==> src/rtl/cipher_bridge_pkg.sv <==
// rtl/cipher_bridge_pkg.sv - register map, bit indices and sequencer states for cipher_pio_bridge
package cipher_bridge_pkg;

  localparam logic [4:0] ADDR_CTRL   = 5'h00;
  localparam logic [4:0] ADDR_STATUS = 5'h01;
  localparam logic [4:0] ADDR_KEY    = 5'h02;
  localparam logic [4:0] ADDR_DIN    = 5'h10;
  localparam logic [4:0] ADDR_DOUT   = 5'h18;

  localparam int CTRL_ENDE       = 0;
  localparam int CTRL_CORE_RESET = 1;
  localparam int CTRL_FLUSH      = 2;
  localparam int CTRL_IRQ_EN     = 3;

  localparam int STAT_IN_COUNT   = 0;
  localparam int STAT_OUT_COUNT  = 8;
  localparam int STAT_BUSY       = 16;
  localparam int STAT_STATE      = 17;
  localparam int STAT_IN_FULL    = 20;
  localparam int STAT_OUT_EMPTY  = 21;
  localparam int STAT_OVF        = 22;
  localparam int STAT_UNF        = 23;

  // Encoding is visible to software through STATUS[19:17].
  typedef enum logic [2:0] {
    ST_IDLE      = 3'd0,
    ST_LAUNCH    = 3'd1,
    ST_WAIT_BUSY = 3'd2,
    ST_WAIT_DONE = 3'd3,
    ST_CAPTURE   = 3'd4
  } seq_state_t;

endpackage

==> src/rtl/sync_fifo.sv <==
// rtl/sync_fifo.sv - single-clock FIFO with head-of-queue read data, count and flush
module sync_fifo #(
  parameter int WIDTH = 32,
  parameter int DEPTH = 4
) (
  input  logic                     clk,
  input  logic                     reset,
  input  logic                     flush,
  input  logic                     push,
  input  logic                     pop,
  input  logic [WIDTH-1:0]         wdata,
  output logic [WIDTH-1:0]         rdata,
  output logic                     full,
  output logic                     empty,
  output logic [$clog2(DEPTH):0]   count
);

  localparam int AW = $clog2(DEPTH);

  logic [WIDTH-1:0] mem [DEPTH];
  logic [AW-1:0]    wr_ptr;
  logic [AW-1:0]    rd_ptr;
  logic             do_push;
  logic             do_pop;

  assign full    = (count == (AW+1)'(DEPTH));
  assign empty   = (count == '0);
  assign do_push = push && !full;
  assign do_pop  = pop && !empty;
  assign rdata   = mem[rd_ptr];

  always_ff @(posedge clk) begin
    if (do_push) mem[wr_ptr] <= wdata;
  end

  // Pointers wrap naturally because DEPTH is a power of two.
  always_ff @(posedge clk) begin
    if (reset || flush) begin
      wr_ptr <= '0;
      rd_ptr <= '0;
      count  <= '0;
    end else begin
      if (do_push) wr_ptr <= wr_ptr + 1'b1;
      if (do_pop)  rd_ptr <= rd_ptr + 1'b1;
      case ({do_push, do_pop})
        2'b10:   count <= count + 1'b1;
        2'b01:   count <= count - 1'b1;
        default: ;
      endcase
    end
  end

endmodule

==> src/rtl/cipher_pio_bridge.sv <==
// rtl/cipher_pio_bridge.sv - register-mapped bridge from the Nios II bus to the block-cipher core
// Define BRIDGE_IRQ_EN to add the registered irq output and the CTRL.irq_en bit.
module cipher_pio_bridge
  import cipher_bridge_pkg::*;
#(
  parameter int KEY_WORDS     = 4,
  parameter int BLOCK_WORDS   = 4,
  parameter int DEPTH         = 4,
  parameter int START_TIMEOUT = 8
) (
  input  logic                       clk,
  input  logic                       reset,
  input  logic [4:0]                 avs_address,
  input  logic                       avs_read,
  input  logic                       avs_write,
  input  logic [31:0]                avs_writedata,
  output logic [31:0]                avs_readdata,
  output logic [32*KEY_WORDS-1:0]    core_key,
  output logic [32*BLOCK_WORDS-1:0]  core_block,
  output logic                       core_ende,
  output logic                       core_start,
  output logic                       core_reset,
  input  logic                       core_busy,
  input  logic [32*BLOCK_WORDS-1:0]  core_out
`ifdef BRIDGE_IRQ_EN
  ,
  output logic                       irq
`endif
);

  localparam int BW = 32*BLOCK_WORDS;
  localparam int CW = $clog2(DEPTH) + 1;
  localparam int TW = $clog2(START_TIMEOUT) + 1;

  seq_state_t    state;
  logic [TW-1:0] wait_cnt;
  logic          ctrl_ende;
  logic          ctrl_core_reset;
  logic          irq_en;
  logic          ovf;
  logic          unf;
  logic [31:0]   key_q [KEY_WORDS];
  logic [31:0]   din_q [BLOCK_WORDS];

  logic          in_push, in_pop, in_full, in_empty;
  logic          out_push, out_pop, out_full, out_empty;
  logic [CW-1:0] in_count, out_count;
  logic [BW-1:0] in_wdata, in_rdata, out_rdata;

  logic          wr_ctrl, wr_status, flush, din_last, dout_rd, dout_last, launch_ok;
  logic [31:0]   rd_mux;

  always_comb begin
    wr_ctrl   = avs_write && (avs_address == ADDR_CTRL);
    wr_status = avs_write && (avs_address == ADDR_STATUS);
    flush     = wr_ctrl && avs_writedata[CTRL_FLUSH];
    din_last  = avs_write && (avs_address == ADDR_DIN + 5'(BLOCK_WORDS-1));
    dout_last = avs_read && (avs_address == ADDR_DOUT + 5'(BLOCK_WORDS-1));
    dout_rd   = 1'b0;
    for (int i = 0; i < BLOCK_WORDS; i++)
      if (avs_address == ADDR_DOUT + 5'(i)) dout_rd = avs_read;
  end

  // The last DIN word goes straight into the FIFO alongside the staged words.
  always_comb begin
    in_wdata = '0;
    for (int i = 0; i < BLOCK_WORDS-1; i++) in_wdata[32*i +: 32] = din_q[i];
    in_wdata[BW-1 -: 32] = avs_writedata;
  end

  assign launch_ok = !in_empty && !out_full && !ctrl_core_reset;
  assign in_push   = din_last && !in_full;
  assign in_pop    = (state == ST_IDLE) && launch_ok && !flush;
  assign out_push  = (state == ST_CAPTURE) && !ctrl_core_reset;
  assign out_pop   = dout_last && !out_empty;

  sync_fifo #(.WIDTH(BW), .DEPTH(DEPTH)) u_in_fifo (
    .clk(clk), .reset(reset), .flush(flush), .push(in_push), .pop(in_pop),
    .wdata(in_wdata), .rdata(in_rdata), .full(in_full), .empty(in_empty), .count(in_count)
  );

  sync_fifo #(.WIDTH(BW), .DEPTH(DEPTH)) u_out_fifo (
    .clk(clk), .reset(reset), .flush(flush), .push(out_push), .pop(out_pop),
    .wdata(core_out), .rdata(out_rdata), .full(out_full), .empty(out_empty), .count(out_count)
  );

  always_comb begin
    rd_mux = '0;
    if (avs_address == ADDR_CTRL) begin
      rd_mux[CTRL_ENDE]       = ctrl_ende;
      rd_mux[CTRL_CORE_RESET] = ctrl_core_reset;
      rd_mux[CTRL_IRQ_EN]     = irq_en;
    end
    if (avs_address == ADDR_STATUS) begin
      rd_mux[STAT_IN_COUNT +: 8]  = 8'(in_count);
      rd_mux[STAT_OUT_COUNT +: 8] = 8'(out_count);
      rd_mux[STAT_BUSY]           = core_busy;
      rd_mux[STAT_STATE +: 3]     = state;
      rd_mux[STAT_IN_FULL]        = in_full;
      rd_mux[STAT_OUT_EMPTY]      = out_empty;
      rd_mux[STAT_OVF]            = ovf;
      rd_mux[STAT_UNF]            = unf;
    end
    for (int i = 0; i < KEY_WORDS; i++)
      if (avs_address == ADDR_KEY + 5'(i)) rd_mux = key_q[i];
    for (int i = 0; i < BLOCK_WORDS; i++)
      if (avs_address == ADDR_DOUT + 5'(i)) rd_mux = out_empty ? 32'h0 : out_rdata[32*i +: 32];
  end

  always_ff @(posedge clk) begin
    if (reset) begin
      avs_readdata    <= '0;
      ctrl_ende       <= 1'b0;
      ctrl_core_reset <= 1'b1;
      ovf             <= 1'b0;
      unf             <= 1'b0;
      for (int i = 0; i < KEY_WORDS; i++)   key_q[i] <= '0;
      for (int i = 0; i < BLOCK_WORDS; i++) din_q[i] <= '0;
    end else begin
      if (avs_read) avs_readdata <= rd_mux;
      if (wr_ctrl) begin
        ctrl_ende       <= avs_writedata[CTRL_ENDE];
        ctrl_core_reset <= avs_writedata[CTRL_CORE_RESET];
      end
      for (int i = 0; i < KEY_WORDS; i++)
        if (avs_write && (avs_address == ADDR_KEY + 5'(i))) key_q[i] <= avs_writedata;
      for (int i = 0; i < BLOCK_WORDS; i++)
        if (avs_write && (avs_address == ADDR_DIN + 5'(i))) din_q[i] <= avs_writedata;
      if (wr_status)                 ovf <= 1'b0;
      else if (din_last && in_full)  ovf <= 1'b1;
      if (wr_status)                 unf <= 1'b0;
      else if (dout_rd && out_empty) unf <= 1'b1;
    end
  end

  // Block and start pulse are registered together so the core sees both in LAUNCH.
  always_ff @(posedge clk) begin
    if (reset) begin
      state      <= ST_IDLE;
      wait_cnt   <= '0;
      core_start <= 1'b0;
      core_block <= '0;
    end else begin
      core_start <= 1'b0;
      if (flush || ctrl_core_reset) begin
        state <= ST_IDLE;
      end else begin
        case (state)
          ST_IDLE: begin
            if (launch_ok) begin
              state      <= ST_LAUNCH;
              core_block <= in_rdata;
              core_start <= 1'b1;
            end
          end
          ST_LAUNCH: begin
            state    <= ST_WAIT_BUSY;
            wait_cnt <= '0;
          end
          ST_WAIT_BUSY: begin
            if (core_busy)                                 state <= ST_WAIT_DONE;
            else if (wait_cnt == TW'(START_TIMEOUT - 1))   state <= ST_CAPTURE;
            else                                           wait_cnt <= wait_cnt + 1'b1;
          end
          ST_WAIT_DONE: if (!core_busy) state <= ST_CAPTURE;
          ST_CAPTURE:   state <= ST_IDLE;
          default:      state <= ST_IDLE;
        endcase
      end
    end
  end

  always_comb begin
    core_key = '0;
    for (int i = 0; i < KEY_WORDS; i++) core_key[32*i +: 32] = key_q[i];
  end

  assign core_ende  = ctrl_ende;
  assign core_reset = ctrl_core_reset;

`ifdef BRIDGE_IRQ_EN
  always_ff @(posedge clk) begin
    if (reset) begin
      irq_en <= 1'b0;
      irq    <= 1'b0;
    end else begin
      if (wr_ctrl) irq_en <= avs_writedata[CTRL_IRQ_EN];
      irq <= irq_en && ((out_count != '0) || ovf || unf);
    end
  end
`else
  assign irq_en = 1'b0;
`endif

endmodule
==> config.mk <==
export PLATFORM = sky130hd
export DESIGN_NAME = cipher_pio_bridge
export DESIGN_NICKNAME = d
export VERILOG_FILES = /design/src/rtl/cipher_bridge_pkg.sv /design/src/rtl/sync_fifo.sv /design/src/rtl/cipher_pio_bridge.sv
export SDC_FILE = /design/constraint.sdc
export NUM_CORES = 1
export LEC_CHECK = 0
export CAP_MARGIN = 20
export CORE_ASPECT_RATIO = 1.2
export CORE_MARGIN = 10
export CORE_UTILIZATION = 45
export DETAILED_ROUTE_END_ITERATION = 8
export PLACE_DENSITY = 0.72
export SYNTH_ARGS = -nofsm -noshare
export SYNTH_HDL_FRONTEND = slang
export SYNTH_SLANG_ARGS = --single-unit
==> constraint.sdc <==
create_clock -name clk -period 5.09 [get_ports clk]
set_clock_uncertainty 0.05 [all_clocks]
set_input_delay 0.509 -clock clk [delete_from_list [all_inputs] [get_ports clk]]
set_output_delay 0.509 -clock clk [all_outputs]
set_load 0.01 [all_outputs]
==> results.py, run 1 <==
metrics = {
    "worst_setup_path": {
        "cpPeakStageDelay_ps": 690,
        "crit_type": "in2reg",
        "path_cells": "clkdlybuf4s50_1 > nor3_2 > buf_4 > nand4_1 > nand2_4 > buf_4 > buf_4 > nand2_1 > a21oi_1",
        "reg2reg_from": "state[0]$_SDFFE_PP0P_",
        "end_kind": "flip-flop",
        "slowest_stage": "buf_4",
        "rr_worst_depth": 10,
        "crit_fanout": 74,
        "cp-start-kind": "input pin",
        "arrival_ps": 3790,
        "required_ps": 5740,
        "critical_path_depth": 9,
        "cpMostUsedCell": "buf_4",
        "crit_buf_inv": 4,
        "startpoint": "avs_address[3]",
        "path_delay_family": "buffers and inverters",
    },
    "worst_hold_path": {
        "min_path_cells": 3,
        "min-delay-start": "avs_read",
        "worstHoldPathType": "in2reg",
    },
    "timing": {
        "relSlewSlack": 0.223,
        "worstMarginPinSlew_ps": 1160,
        "setup_viol": 0,
        "tns_ps": 0,
        "rsz0062_at_grt": "false",
        "slew_viol_final": 0,
        "hold_viol": 0,
        "layout_min_cycle_time_ps": 3150,
        "fmax_mhz": 318,
        "post-route-period-util": 0.618,
    },
    "synthesis": {
        "ys_async_sr_fraction": 0,
        "ys.warnings.count": 0,
        "ys.flop_type": "edfxtp_1",
        "synth_edf_count": 1248,
        "synth.most_common_cell": "edfxtp_1",
        "yosysSeqAreaShare": 0.761,
        "syn_nets": 3217,
        "synth_top_area_cell": "edfxtp_1",
        "synth_area_um2": 54200,
        "synth_compound_area_frac": 0.0427,
        "muxShareOfSynthArea": 0.108,
        "synth_top_family_by_area": "multiplexers",
        "avgSynthCellArea_um2": 17.9,
        "ys_ff_latch": 1436,
        "yosys.area_share.simple": 0.0675,
        "synth_cells": 3034,
        "synth_common_cells": "1248 x edfxtp_1, 323 x nand2_1, 256 x mux4_2",
        "synth_top_area_share": 0.691,
        "ys_top_cells_by_area": "edfxtp_1 69%, mux4_2 11%, dfxtp_1 6.9%, and2_1 2.7%, nand2_1 2.2%",
        "synth_cell_types": 65,
        "synth_adder_area_share": 0.00328,
        "synthXorXnorAreaFrac": 0.00162,
    },
    "floorplanning": {
        "core_area_um2": 120000,
        "rows": 139,
        "die_width_um": 337,
        "initial_utilization": 0.453,
        "io_pins": 461,
        "die_area_um2": 135000,
        "die_h_um": 400,
    },
    "clock_tree": {
        "postCtsResizedCells": 0,
        "path_clk_slew_ps": 60,
        "hold_buffers": 0,
        "postCtsSetupBuffers": 0,
        "clock_path_buffers": 3,
        "cts_buffers": 139,
        "cts_num_sinks": 1436,
        "cts.htree.levels": 4,
        "cts-root-buf": "clkbuf_16",
        "cts_tree": "done",
        "insertion_delay_ps": 780,
    },
    "run_status": {
        "status": "completed",
    },
    "power_and_ir_drop": {
        "vdd_drop_max_v": 0.000355,
        "power_switching_mw": 4.98,
        "p_int_mw": 18.8,
        "power_density_nw_per_um2": 365,
        "p_leak_nw": 20.4,
        "power_mw": 23.7,
        "p_clk_frac": 0.418,
        "comb_power_share": 0.033,
        "p_seq_frac": 0.549,
        "switching_share": 0.210,
    },
    "grt": {
        "grtUsageTotal": 0.216,
        "gr-total-overflow": 0,
        "grt_pass1_vias": 29638,
        "grt_pass1_wl_mm": 210,
        "antenna_found_initial": 28,
        "grt_max_degree": 107,
    },
    "flow_run": {
        "maxCapViolations": 0,
    },
    "final_layout": {
        "fin_util": 0.544,
        "drive_gt1_frac": 0.152,
        "final_cells": 5190,
        "n_fill_cell": 9247,
        "final_nets": 3695,
        "final_area_um2": 65100,
        "area_delta_synth_final_pct": 20.1,
    },
    "detailed_routing": {
        "wl_mm": 148,
        "firstDrtPassIters": 5,
        "drc": 0,
        "avgViaCountPerCell": 5.75,
        "routedWlPerCell_um": 28.5,
        "vias": 29833,
        "final_antenna_net_count": 0,
        "first_iter_violations": 3421,
    },
    "placement": {
        "port_buffers": 460,
        "place_area_um2": 60700,
        "dp_cells": 4920,
        "hpwl_mm": 98.6,
        "gp_congestion": 0.834,
    },
}
## flip-flops by register name, summed over array words and instances, names as in the netlist, 2 cells and up, named ones only
| signal | cells |
|---|---|
| u_out_fifo.count | 3 |
| state | 3 |
| u_out_fifo.rd_ptr | 2 |
| u_out_fifo.wr_ptr | 2 |
| core_block | 128 |
| u_in_fifo.wr_ptr | 2 |
| din_q | 96 |
| key_q | 128 |
| u_out_fifo.mem | 512 |
| u_in_fifo.count | 3 |
| u_in_fifo.mem | 512 |
| avs_readdata | 32 |
| u_in_fifo.rd_ptr | 2 |
| wait_cnt | 4 |
## cell type report
class	instances	area [um^2]	area share
clock buffer	188	3770	0.0579
sequential	1436	41300	0.634
timing repair buffer	519	5270	0.0810
clock inverter	69	596	0.00915
multi-input combinational	1396	12200	0.187
antenna	11	27.5	0.000423
inverter	20	77.6	0.00119
tap	1551	1940	0.0298
## worst register-to-register path: stages (launching register included)
cell and delay [ps]:
dfxtp_1 380, or3_1 450, a2111oi_4 470, nand2_4 100, inv_4 260, ha_1 250, inv_1 60, fa_1 370
xor2_1 160, or3_1 310, a21oi_1 150
## routing by layer
metal  global-route usage  vias up  part of all wire
met3               0.0761      211              0.12
met1                0.286    15253              0.38
li1                     -    12778                 -
met2                0.332     1573              0.46
met5                    0        -           0.00072
met4               0.0737       18             0.030
## power by group through the flow
| stage | logic [mW] | clock network, mW | registers (mW) |
|---|---|---|---|
| 5_1_grt | 0.814 | 10.6 | 13.0 |
| 3_3_place_gp | 0.756 | 0 | 13.3 |
| 3_5_place_dp | 0.768 | 0 | 13.3 |
| 2_1_floorplan | 0.169 | 0 | 13.3 |
| 4_1_cts | 0.772 | 10.1 | 13.0 |
| 6_report | 0.775 | 9.93 | 13.0 |
## cells in the final DEF, fill, tap and decap left out, types with 11 or more instances in the layout
cell type,synthesis,layout
a22o_1,18,18
nor2_1,107,101
clkinv_2,0,22
clkbuf_16,0,142
clkbuf_1,108,40
a21oi_1,192,192
o221ai_1,18,18
ha_1,11,11
diode_2,0,11
inv_1,19,19
edfxtp_1,1248,1248
and2_1,234,226
o21ai_0,42,42
clkinv_1,0,24
nor2b_1,11,11
nand2_1,323,322
a221oi_1,17,17
dfxtp_1,188,184
a311oi_1,27,27
clkdlybuf4s50_1,0,456
buf_12,0,16
a221o_1,13,13
nor3_1,14,13
buf_4,17,41
mux4_2,256,256
## final timing paths
kind	endpoint	slack [ps]
min reg2reg	core_block[57]$_SDFFE_PP0P_	400
max	core_block[24]$_SDFFE_PP0P_	1940
min	avs_readdata[7]$_SDFFE_PP0P_	170
max reg2reg	u_in_fifo.count[2]$_SDFFE_PP0P_	2000
## through the flow
stage	setup slack, ps	hold slack, ps
5_1_grt	1700	140
3_5_place_dp	1180	396
4_1_cts	2010	107
2_1_floorplan	70.3	407
6_report	1940	174
3_3_place_gp	1320	394
## kinds of logic after synthesis
kind of cell	count (synthesis)
flip-flops	1436
AND/OR/NAND/NOR	748
AO/OA/AOI/OAI	361
multiplexers	264
buffers and inverters	202
adder cells (fa/ha/maj)	13
XOR/XNOR	10
No activity file was read; power rests on OpenSTA's default activity.
==> run 2, diff against run 1 <==
- clock period: 5.09 -> 2.8 ns (I/O delays scaled with it)
==> run 2 against run 1 <==
Net effect: global-route usage increased by 0.50 points; worst hold slack got worse by 95 ps; design area increased by 2.0%; critical path depth increased by 1; clock power increased by 84%; clock-buffer cell count increased by 13; wire length increased by 1.8%; non-clock buffer count increased by 97; sequential share of layout area decreased by 1.3 points; final cell count increased by 2.0%; first-iteration DRC count decreased by 5.3%; combinational power increased by 95%; critical path type is now reg2reg; critical endpoint is now u_in_fifo.count[2]$_SDFFE_PP0P_; largest power group unchanged; highest routed layer unchanged.
==> results.py, run 2 (synthesis gave the netlist of run 1 again) <==
metrics = {
    "worst_setup_path": {
        "end_kind": "flip-flop",
        "crit_fanout": 2,
        "worst-r2r-setup-slack_ps": 200,
        "crit_type": "reg2reg",
        "required_ps": 3460,
        "arrival_ps": 3260,
        "cp-start-kind": "flip-flop",
        "r2r-end": "u_in_fifo.count[2]$_SDFFE_PP0P_",
        "rr_worst_depth": 10,
        "reg2reg_from": "state[0]$_SDFFE_PP0P_",
    },
    "clock_tree": {
        "hold_buffers": 1,
        "cts-root-buf": "clkbuf_16",
        "insertion_delay_ps": 790,
        "postCtsResizedCells": 0,
        "postCtsSetupBuffers": 0,
        "cts.htree.levels": 4,
        "path_clk_slew_ps": 70,
        "cts_buffers": 141,
        "cts_num_sinks": 1436,
        "cts_tree": "done",
        "clock_path_buffers": 3,
    },
    "detailed_routing": {
        "final_antenna_net_count": 0,
        "avgViaCountPerCell": 5.69,
        "drc": 0,
        "first_iter_violations": 3238,
        "firstDrtPassIters": 6,
        "routedWlPerCell_um": 28.5,
        "wl_mm": 151,
        "vias": 30132,
    },
    "final_layout": {
        "seq_area_um2": 41300,
        "n_fill_cell": 9091,
        "drive_gt1_frac": 0.176,
        "final_nets": 3794,
        "mostFrequentLayoutCell": "edfxtp_1",
        "area_delta_synth_final_pct": 22.6,
        "multi_input_area_um2": 12200,
        "reg_top3": "u_in_fifo.mem (512), u_out_fifo.mem (512)",
        "final_area_um2": 66400,
        "final_cell_mix": "1248 x edfxtp_1, 456 x clkdlybuf4s50_1, 322 x nand2_1",
    },
    "placement": {
        "hpwl_mm": 101,
        "gp_congestion": 0.884,
        "port_buffers": 460,
        "place_area_um2": 61900,
    },
    "timing": {
        "relSlewSlack": 0.326,
        "holdWs_ps": 78.6,
        "fmax_mhz": 385,
        "hold_viol": 0,
        "post-route-period-util": 0.928,
        "layout_min_cycle_time_ps": 2600,
        "rsz0062_at_grt": "false",
        "worstMarginPinSlew_ps": 1010,
        "slew_viol_final": 0,
        "setup_viol": 0,
    },
    "power_and_ir_drop": {
        "power_mw": 43.5,
        "vdd_drop_max_v": 0.000523,
        "p_leak_nw": 21.0,
        "power_density_nw_per_um2": 655,
    },
    "worst_hold_path": {
        "worstHoldPathType": "in2reg",
        "min_path_cells": 1,
        "min-delay-start": "core_out[72]",
        "hold-path-endpoint": "u_out_fifo.mem[2][72]$_DFFE_PP_",
    },
    "floorplanning": {
        "initial_utilization": 0.453,
        "die_area_um2": 135000,
        "rows": 139,
        "die_width_um": 337,
        "io_pins": 461,
        "core_area_um2": 120000,
        "die_h_um": 400,
    },
    "flow_run": {
        "maxCapViolations": 0,
    },
    "grt": {
        "grtUsageTotal": 0.221,
        "antenna_found_initial": 31,
        "grt_pass1_wl_mm": 215,
        "gr-total-overflow": 0,
        "grt_max_degree": 177,
        "grt_pass1_vias": 30440,
    },
    "run_status": {
        "status": "completed",
    },
}
[run 2: cell types whose count changed in the layout (fill, tap and decap cells not counted), moves of 2 or more]
cell / change
clkinv_8: +3
clkinv_4: +3
clkbuf_8: +3
clkbuf_16: +2
inv_16: -2
clkbuf_2: +4
diode_2: +4
clkbuf_1: +3
clkinvlp_4: +2
clkinv_2: -5
clkinv_1: -10
buf_12: +41
buf_4: +57
[run 2: per-stage QoR]
stage / cells / utilization / TNS, ps / setup WS, ps
floorplan: 3034 / - / -300450 / -587
CTS: 5279 / 0.555 / 0 / 212
finish: 5294 / 0.555 / 0 / 203
global route: 5280 / 0.555 / 0 / 23.2
detailed placement: 5018 / 0.518 / 0 / 59.8
global placement: 5018 / 0.518 / 0 / 85.6
[run 2: layer usage]
metal	GRT usage	part of all wire	up-vias	wire, um
li1	-	-	12962	-
met1	0.272	0.37	15391	55300
met2	0.351	0.47	1514	71600
met3	0.0980	0.13	231	19300
met4	0.0695	0.028	34	4270
met5	0	0.0016	-	247
[run 2: critical path, cell delays in order (launching register included)]
cell       delay [ps]
dfxtp_1           310
or3_1             420
a2111oi_4         320
nand2_4           120
inv_4              90
ha_1              160
inv_1              60
fa_1              380
xor2_1            160
or3_1             310
a21oi_1           150
[run 2: cell type report]
class | instances | area share
flip-flops and latches | 1436 | 0.621
inverters | 20 | 0.00117
well taps | 1551 | 0.0292
diodes | 15 | 0.000565
clock buffers | 201 | 0.0589
multi-input cells | 1396 | 0.183
clock inverters | 59 | 0.00832
repair buffers | 616 | 0.0975
[run 2: how the worst max path moves through the flow]
| stage | start | endpoint | cells past startpoint |
|---|---|---|---|
| floorplan | avs_write | u_in_fifo.mem[0][0]$_DFFE_PP_ | 5 |
| global placement | avs_address[2] | u_out_fifo.count[2]$_SDFFE_PP0P_ | 11 |
| detailed placement | avs_address[2] | u_out_fifo.count[2]$_SDFFE_PP0P_ | 11 |
| CTS | state[0]$_SDFFE_PP0P_ | u_in_fifo.count[2]$_SDFFE_PP0P_ | 10 |
| global route | state[0]$_SDFFE_PP0P_ | u_in_fifo.count[2]$_SDFFE_PP0P_ | 10 |
| finish | state[0]$_SDFFE_PP0P_ | u_in_fifo.count[2]$_SDFFE_PP0P_ | 10 |
[run 2: power breakdown]
| part | switching (mW) | leakage (nW) | internal, mW | total (mW) |
|---|---|---|---|---|
| clock network | 8.00 | 2.18 | 10.3 | 18.3 |
| registers | 0.218 | 12.9 | 23.5 | 23.7 |
| logic | 0.906 | 6.00 | 0.605 | 1.51 |
